==> src/rtl/router_arb4.sv <==
// rtl/router_arb4.sv - round-robin frame arbiter for one router output port
module router_arb4 #(
    parameter int NumPorts  = 4,
    parameter int PortNo    = 1,
    parameter int GapCycles = 2,
    parameter int TimeoutW  = 8
) (
    input  logic                     CLK,
    input  logic                     RST,
    input  logic [NumPorts-1:0]      D_SOF,
    input  logic [NumPorts-1:0][7:0] DEST,
    input  logic [NumPorts-1:0]      D_EOF,
    input  logic [NumPorts-1:0]      D_VALID,
    input  logic                     Q_BP,
    output logic [NumPorts-1:0]      SRC_PORT,
    output logic [NumPorts-1:0]      D_BP,
    output logic [NumPorts-1:0]      PENDING,
    output logic                     BUSY,
    output logic                     TIMEOUT,
    output logic [15:0]              FRAME_CNT
);

    localparam int                  IW       = (NumPorts > 1) ? $clog2(NumPorts) : 1;
    localparam logic [IW-1:0]       LAST_RST = IW'(NumPorts - 1);
    localparam logic [2:0]          GAP_INIT = 3'(GapCycles - 1);
    // Watchdog fires on the stalled cycle that would carry the count to all-ones
    localparam logic [TimeoutW-1:0] WD_LAST  = {{(TimeoutW-1){1'b1}}, 1'b0};
    localparam logic [NumPorts-1:0] ONE      = NumPorts'(1);

    typedef enum logic [1:0] {
        IDLE  = 2'd0,
        GRANT = 2'd1,
        GAP   = 2'd2
    } state_t;

    state_t              state;
    logic [IW-1:0]       last;
    logic [2:0]          gap_cnt;
    logic [TimeoutW-1:0] wd_cnt;

    logic [NumPorts-1:0] req;
    logic [IW-1:0]       sel;
    logic                found;
    logic                eof_det;
    logic                active;

    // Frame-start requests aimed at this output port
    always_comb begin
        req = '0;
        for (int i = 0; i < NumPorts; i++) begin
            req[i] = D_SOF[i] && (DEST[i] == 8'(PortNo));
        end
    end

    // Round-robin pick: first requester after the last winner, wrapping around
    always_comb begin
        sel   = last;
        found = 1'b0;
        for (int k = 1; k <= NumPorts; k++) begin
            if (!found && req[IW'((int'(last) + k) % NumPorts)]) begin
                sel   = IW'((int'(last) + k) % NumPorts);
                found = 1'b1;
            end
        end
    end

    // Granted-source frame end and liveness, used only while in GRANT
    always_comb begin
        eof_det = |(SRC_PORT & D_EOF & D_VALID);
        active  = (|(SRC_PORT & D_VALID)) | Q_BP;
    end

    // Losers are stalled rather than dropped; the winner sees output backpressure
    always_comb begin
        D_BP    = (SRC_PORT & {NumPorts{Q_BP}}) | (req & ~SRC_PORT);
        PENDING = req & ~SRC_PORT;
        BUSY    = (state != IDLE);
    end

    // Arbiter FSM with grant, watchdog, gap timer and frame counter
    always_ff @(posedge CLK or posedge RST) begin
        if (RST) begin
            state     <= IDLE;
            SRC_PORT  <= '0;
            last      <= LAST_RST;
            gap_cnt   <= 3'd0;
            wd_cnt    <= '0;
            TIMEOUT   <= 1'b0;
            FRAME_CNT <= 16'd0;
        end else begin
            TIMEOUT <= 1'b0;
            case (state)
                IDLE: begin
                    if (|req) begin
                        SRC_PORT <= ONE << sel;
                        last     <= sel;
                        wd_cnt   <= '0;
                        state    <= GRANT;
                    end
                end
                GRANT: begin
                    // EOF takes priority over a coincident watchdog expiry
                    if (eof_det) begin
                        SRC_PORT  <= '0;
                        FRAME_CNT <= FRAME_CNT + 16'd1;
                        gap_cnt   <= GAP_INIT;
                        wd_cnt    <= '0;
                        state     <= GAP;
                    end else if (active) begin
                        wd_cnt <= '0;
                    end else if (wd_cnt == WD_LAST) begin
                        TIMEOUT  <= 1'b1;
                        SRC_PORT <= '0;
                        gap_cnt  <= GAP_INIT;
                        wd_cnt   <= '0;
                        state    <= GAP;
                    end else begin
                        wd_cnt <= wd_cnt + 1'b1;
                    end
                end
                GAP: begin
                    if (gap_cnt == 3'd0) begin
                        state <= IDLE;
                    end else begin
                        gap_cnt <= gap_cnt - 3'd1;
                    end
                end
                default: begin
                    state    <= IDLE;
                    SRC_PORT <= '0;
                end
            endcase
        end
    end

endmodule

==> config.mk <==
export PLATFORM = sky130hd
export DESIGN_NAME = router_arb4
export DESIGN_NICKNAME = d
export VERILOG_FILES = /design/src/rtl/router_arb4.sv
export SDC_FILE = /design/constraint.sdc
export NUM_CORES = 1
export LEC_CHECK = 0
export ABC_CLOCK_PERIOD_IN_PS = 3200
export CORE_UTILIZATION = 50
export CTS_BUF_LIST = sky130_fd_sc_hd__clkbuf_8
export DETAILED_ROUTE_END_ITERATION = 12
export GPL_TIMING_DRIVEN = 0
export HOLD_SLACK_MARGIN = 0.02
export PLACE_DENSITY = 0.88
export SYNTH_ARGS = -nofsm -noshare
export SYNTH_HDL_FRONTEND = slang
export SYNTH_SLANG_ARGS = --single-unit
==> constraint.sdc <==
create_clock -name CLK -period 3.2 [get_ports CLK]
set_input_delay 0.48 -clock CLK [delete_from_list [all_inputs] [get_ports CLK]]
set_output_delay 0.48 -clock CLK [all_outputs]
set_load 0.01 [all_outputs]
## Yosys cells after proc, flatten, opt, wreduce, memory -nomap -nowiden

Cells that the tools add are included.

| operators by class | value |
|---|---|
| add/sub/neg operators | 7 |
| multipliers | 0 |
| div/mod/pow operators | 0 |
| $lt $le $gt $ge | 4 |
| eq/ne operators | 12 |
| shift operators | 1 |
| multiplexer cells | 44 |
| bitwise operators | 9 |
| reduce and logical (&&, ||, !) cells | 24 |

Operator list:

| cell | count |
|---|---|
| 8-bit by 1-bit == test with 1-bit output, second input constant | 4 |
| 8-bit 2-to-1 mux | 4 |
| 4-bit bitwise AND | 5 |
| 2-bit 2-to-1 mux | 9 |
| 16-bit by 1-bit adder with 16-bit output, second input constant | 1 |
| 2-bit by 4-bit less-than comparator with 1-bit output, second input constant | 4 |
| 4-bit 2-to-1 mux | 4 |
| 8-bit one-hot mux with 2 select lines | 1 |
| 1-bit 2-to-1 mux | 15 |
| 3-bit 2-to-1 mux | 4 |
| 4-bit one-hot mux with 3 select lines | 1 |
| 4-bit AND reduction | 3 |
| 4-bit OR reduction | 3 |
| 8-bit by 1-bit adder with 8-bit output, second input constant | 1 |
| 1-bit binary-select mux with 2-bit select | 4 |
| 8-bit == test, second input constant | 1 |
| 1-bit logical AND | 7 |
| 2-bit inequality test, second input constant | 3 |
| 3-bit inequality test, second input constant | 2 |
| 2-bit one-hot mux with 3 select lines | 1 |
| 3-bit one-hot mux with 2 select lines | 1 |
| 2-bit AND reduction | 3 |
| 2-bit nonzero test | 3 |
| 2-bit by 1-bit adder with 2-bit output, second input constant | 2 |
| 12 further kinds | 15 |

| storage, ports and cells | value |
|---|---|
| register bits after elaboration | 36 |
| bits in latches | 0 |
| RAM bits | 0 |
| bits in read-only memories | 0 |
| output and inout port bits | 30 |
| logic and storage cells | 108 |
| memories kept | 0 |

## Depth between registers and ports, before layout

| logic depth | value |
|---|---|
| depth after elaboration | 18 |
| mapped depth | 7 |

## Worst setup path after synthesis

Ideal clock, no wire load.

| timing | value |
|---|---|
| path kind | input port to output port |
| from | input DEST[26] (netlist bit) |
| to | output D_BP[3] |
| arrival | 1.410 ns |
| setup slack | 1.310 ns |
| cell stages on the path | 4 |
| buffers on the path | 0 |
| cells stage by stage | nor4_1 -> nand4b_1 -> nor2_1 -> a21o_1 |

| between the ends | value |
|---|---|
| longest elaborated chain between the ends | 4 |

RTL lines:

| what | line | source |
|---|---|---|
| start, declared | 11 | `input logic [NumPorts-1:0][7:0] DEST,` |
| 8-bit by 1-bit == test with 1-bit output | 51 | `req[i] = D_SOF[i] && (DEST[i] == 8'(PortNo));` |
| 1-bit logical AND | 51 |  |
| 4-bit bitwise AND | - |  |
| named net PENDING[3] | 17 | `output logic [NumPorts-1:0] PENDING,` |
| 4-bit OR | 75 | `D_BP = (SRC_PORT & {NumPorts{Q_BP}}) \| (req & ~SRC_PORT);` |
| end, declared | 16 | `output logic [NumPorts-1:0] D_BP,` |

The timed path passes the listed nets, and every way through them passes these cells.

## Worst setup path in the final report

| timing | value |
|---|---|
| from | input DEST[26] (netlist bit) |
| to | output D_BP[3] |

| between the ends | value |
|---|---|
| longest elaborated chain between the ends | 4 |

RTL lines:

| what | line |
|---|---|
| 8-bit by 1-bit == test with 1-bit output | 51 |
| 1-bit logical AND | 51 |
| 4-bit bitwise AND | 75 |
| 4-bit OR | 75 |

Every way passes these cells.

==> results.md <==
- Clock sinks: 36
- Fin cells: 354
- LEAKAGE: 1.35 nW
- First-pass GRT wire length: 8.68 mm
- Crit path cell chain: clkdlybuf4s50_1 > nor4_1 > nand4b_1 > nor2_1 > a21o_1 > clkdlybuf4s50_1
- Required @ worst endpoint: roughly 2.7 ns
- Total power: 0.00154 W
- Critical Path Max Stage Delay: between 0.5 and 0.6 ns
- Share of cells above drive strength 1: 9.54%
- Sequential cell area fraction in the yosys report: between 40% and 50%
- CP Max Fanout: 6
- Slowest cell on crit path: clkdlybuf4s50_1
- Final number of max-transition violations: 0
- Final ANT Viol Nets: 0
- Vias per inst: 5.70
- DR pass1 iterations: 4
- Worst hold path class: reg2reg
- Most Frequent Cell on Critical Path: clkdlybuf4s50_1
- Avg Cell Area, Syn: roughly 9.8 µm²
- Die width: 67.6 µm
- Post-Route WL: 5.40 mm
- Fillers: between 300 and 400
- Clock skew: 0.00701 ns
- Setup-failing EPs final: 0
- Buf/Inv on CP: 2
- N_diodes: 0
- PortBufs: 76
- GRT overflow: 0
- Part of the power in combinational logic: approximately 34%
- P_sw: around 0.00051 W
- Inserted Clock Buffers: 5
- Max H-tree Level: 2
- Area Growth Syn to Fin: 43.5%
- Crit. End Element: output pin
- Num rows: 23
- Outcome: finished, final reports clean
- Routability cong.: 0.896
- WS Path Type: in2out
- Post-synth net total: approximately 270
- YS warnings: 0
- I/O pin count: 77
- Cell count after placement: between 300 and 400
- Flops & latches, synth: 36
- Largest net degree at the start of global routing: 37
- Most frequent cells in the layout: 76 x clkdlybuf4s50_1, 34 x dfrtp_1, 18 x inv_1, 18 x nor2_1, 15 x nand3_1
- Max Clock Freq: 343 MHz
- Sw frac: 32.9%
- Clock buffer depth: 2
- Power per cell area: 499 mW/mm²
- Tmin final: 2.91 ns
- P_int: 0.00103 W
- CP delay by family, top: buffers and inverters
- Global-route usage over all layers: 25.5%
- Initial antenna violation count: 0
- Setup Fix Bufs, Post-CTS: 0
- Clock network fraction of total power: about a quarter
- Initial core utilization: 53.0%
- Vias: between 2,000 and 2,500
- Placed cell areas: 0.00297 mm²
- Starting DRC count in detailed routing: 92
- Worst Path Arrival: 2.43 ns
- RSZ-0062 raised after global routing: no
- Fin nets: 355
- Tcrit/Tclk final: about nine tenths
- Die Y: 67.6 µm
- Core area: 0.00406 mm²
- Commonest non-fill, non-tap cell in the layout: clkdlybuf4s50_1
- Post-layout instance area: 0.00308 mm²
- CTS tree: done
- Setup TNS: 0 ns
- Clk slew on worst S/H paths: 0.08 ns
- CTS Hold Bufs: 0
- # DRC: 0
- Clk_lat worst skew: 0.29 ns
- Final hold vios: 0
- Root Buffer: clkbuf_8
- Vias in the first global route: about 1,900
- Drt wl/cell: 15.2 µm
- Mapped cell area: 0.00215 mm²
- Max Cap Violations: 0
- Tightest Pin Transition: approximately 0.72 ns
- Worst relative slew slack: between 50% and 60%
- Dpl hpwl: 4.23 mm
- Die Area: 0.00457 mm²
- Post-Synthesis Cells: 220
- Crit start category: input port
- Cts repair resizes: 0
- VDD IR max: 374 µV
- Sequential power share: 39.4%
- Unique masters post-synth: 56
## kinds of logic after synthesis
| group | synth area share [%] |
|---|---|
| DFF | 42.0 |
| and+or+nand+nor | 25.2 |
| xor gates and xnor gates | 6.93 |
| adders and majority gates | 2.91 |
| muxes | 2.39 |
| buffers and inverters | 4.13 |
| AOI/OAI and AO/OA | 16.4 |
## cell usage after synthesis (all sizes together)
cell / number / area, µm²
or3: 1 / 11.3
nor4b: 3 / 47.5
a211oi: 2 / 15.0
a41o: 1 / 10.0
mux2i: 4 / 40.0
o21ai: 5 / 25.0
and2: 3 / 20.0
buf: 2 / 10.0
dfstp: 2 / 52.6
nor3b: 4 / 30.0
a31oi: 2 / 12.5
o22ai: 4 / 25.0
inv: 20 / 75.1
a222oi: 1 / 10.0
xor2: 9 / 78.8
xnor2: 8 / 70.1
ha: 5 / 62.6
nor4: 4 / 52.6
nor2: 18 / 67.6
o31ai: 1 / 7.51
a221oi: 4 / 35.0
o32ai: 3 / 33.8
o32a: 1 / 10.0
a21oi: 12 / 63.8
and4: 5 / 43.8
nand3: 15 / 75.1
a22o: 2 / 17.5
nand4: 7 / 50.1
a21o: 6 / 45.0
a41oi: 2 / 25.0
nand2b: 2 / 15.0
nand4b: 2 / 17.5
clkbuf: 1 / 3.75
nand2: 13 / 48.8
dfrtp: 34 / 851
nor3: 2 / 10.0
o41ai: 1 / 8.76
or2: 2 / 12.5
and3: 3 / 18.8
a211o: 1 / 8.76
and4b: 2 / 21.3
mux2: 1 / 11.3
## final timing paths
check	endpoint	from	cells past startpoint	slack, ns
min in group asynchronous	FRAME_CNT[1]$_DFFE_PP0P_	RST	2	0.62
worst min register to register	FRAME_CNT[15]$_DFFE_PP0P_	FRAME_CNT[15]$_DFFE_PP0P_	1	0.48
worst max-delay path	D_BP[3]	DEST[26]	6	0.29
worst max register to register	wd_cnt[4]$_DFFE_PP0P_	SRC_PORT[2]$_DFFE_PP0P_	6	1.25
worst min-delay path	FRAME_CNT[15]$_DFFE_PP0P_	FRAME_CNT[15]$_DFFE_PP0P_	1	0.48
max in group asynchronous	wd_cnt[3]$_DFFE_PP0P_	RST	2	2.11
## per-layer routing
metal	vias to the layer above	GRT usage (%)	routed length, µm
met5	-	0	0
met4	0	8.51	78
met2	58	43.4	2720
met3	10	5.41	260
li1	983	-	-
met1	967	31.8	2340
## area by class of cell
class	instances	area [µm²]	share of cell area (%)
well taps	50	62.6	2.03
inverters	20	75.1	2.43
clock buffers	5	68.8	2.23
plain buffers	3	13.8	0.446
flip-flops and latches	36	903	29.3
repair buffers	76	761	24.7
multi-input cells	161	1160	37.5
clock inverters	3	42.5	1.38
## state kept, by name, indices dropped and copies added (netlist names)
| signal | count |
|---|---|
| TIMEOUT | 1 |
| wd_cnt | 8 |
| state | 2 |
| gap_cnt | 3 |
| FRAME_CNT | 16 |
| last | 2 |
| SRC_PORT | 4 |
## power groups by stage
| stage | clock network [W] | registers [W] | logic, W |
|---|---|---|---|
| 4_1_cts | 0.000405 | 0.000608 | 0.000530 |
| 2_1_floorplan | 0 | 0.000609 | 0.000302 |
| 6_report | 0.000403 | 0.000608 | 0.000529 |
| 3_3_place_gp | 0 | 0.000611 | 0.000502 |
| 5_1_grt | 0.000424 | 0.000619 | 0.000585 |
| 3_5_place_dp | 0 | 0.000614 | 0.000526 |
## through the flow
stage,utilization (%),hold slack (ns),worst slack [ns]
final,76.0,0.479,0.285
after global routing,76.0,0.494,0.150
after CTS,76.0,0.482,0.291
after detailed placement,73.3,0.473,0.300
after global placement,73.3,0.453,0.319
after floorplan,-,0.444,1.31
Power figures use the tool's default switching activity.
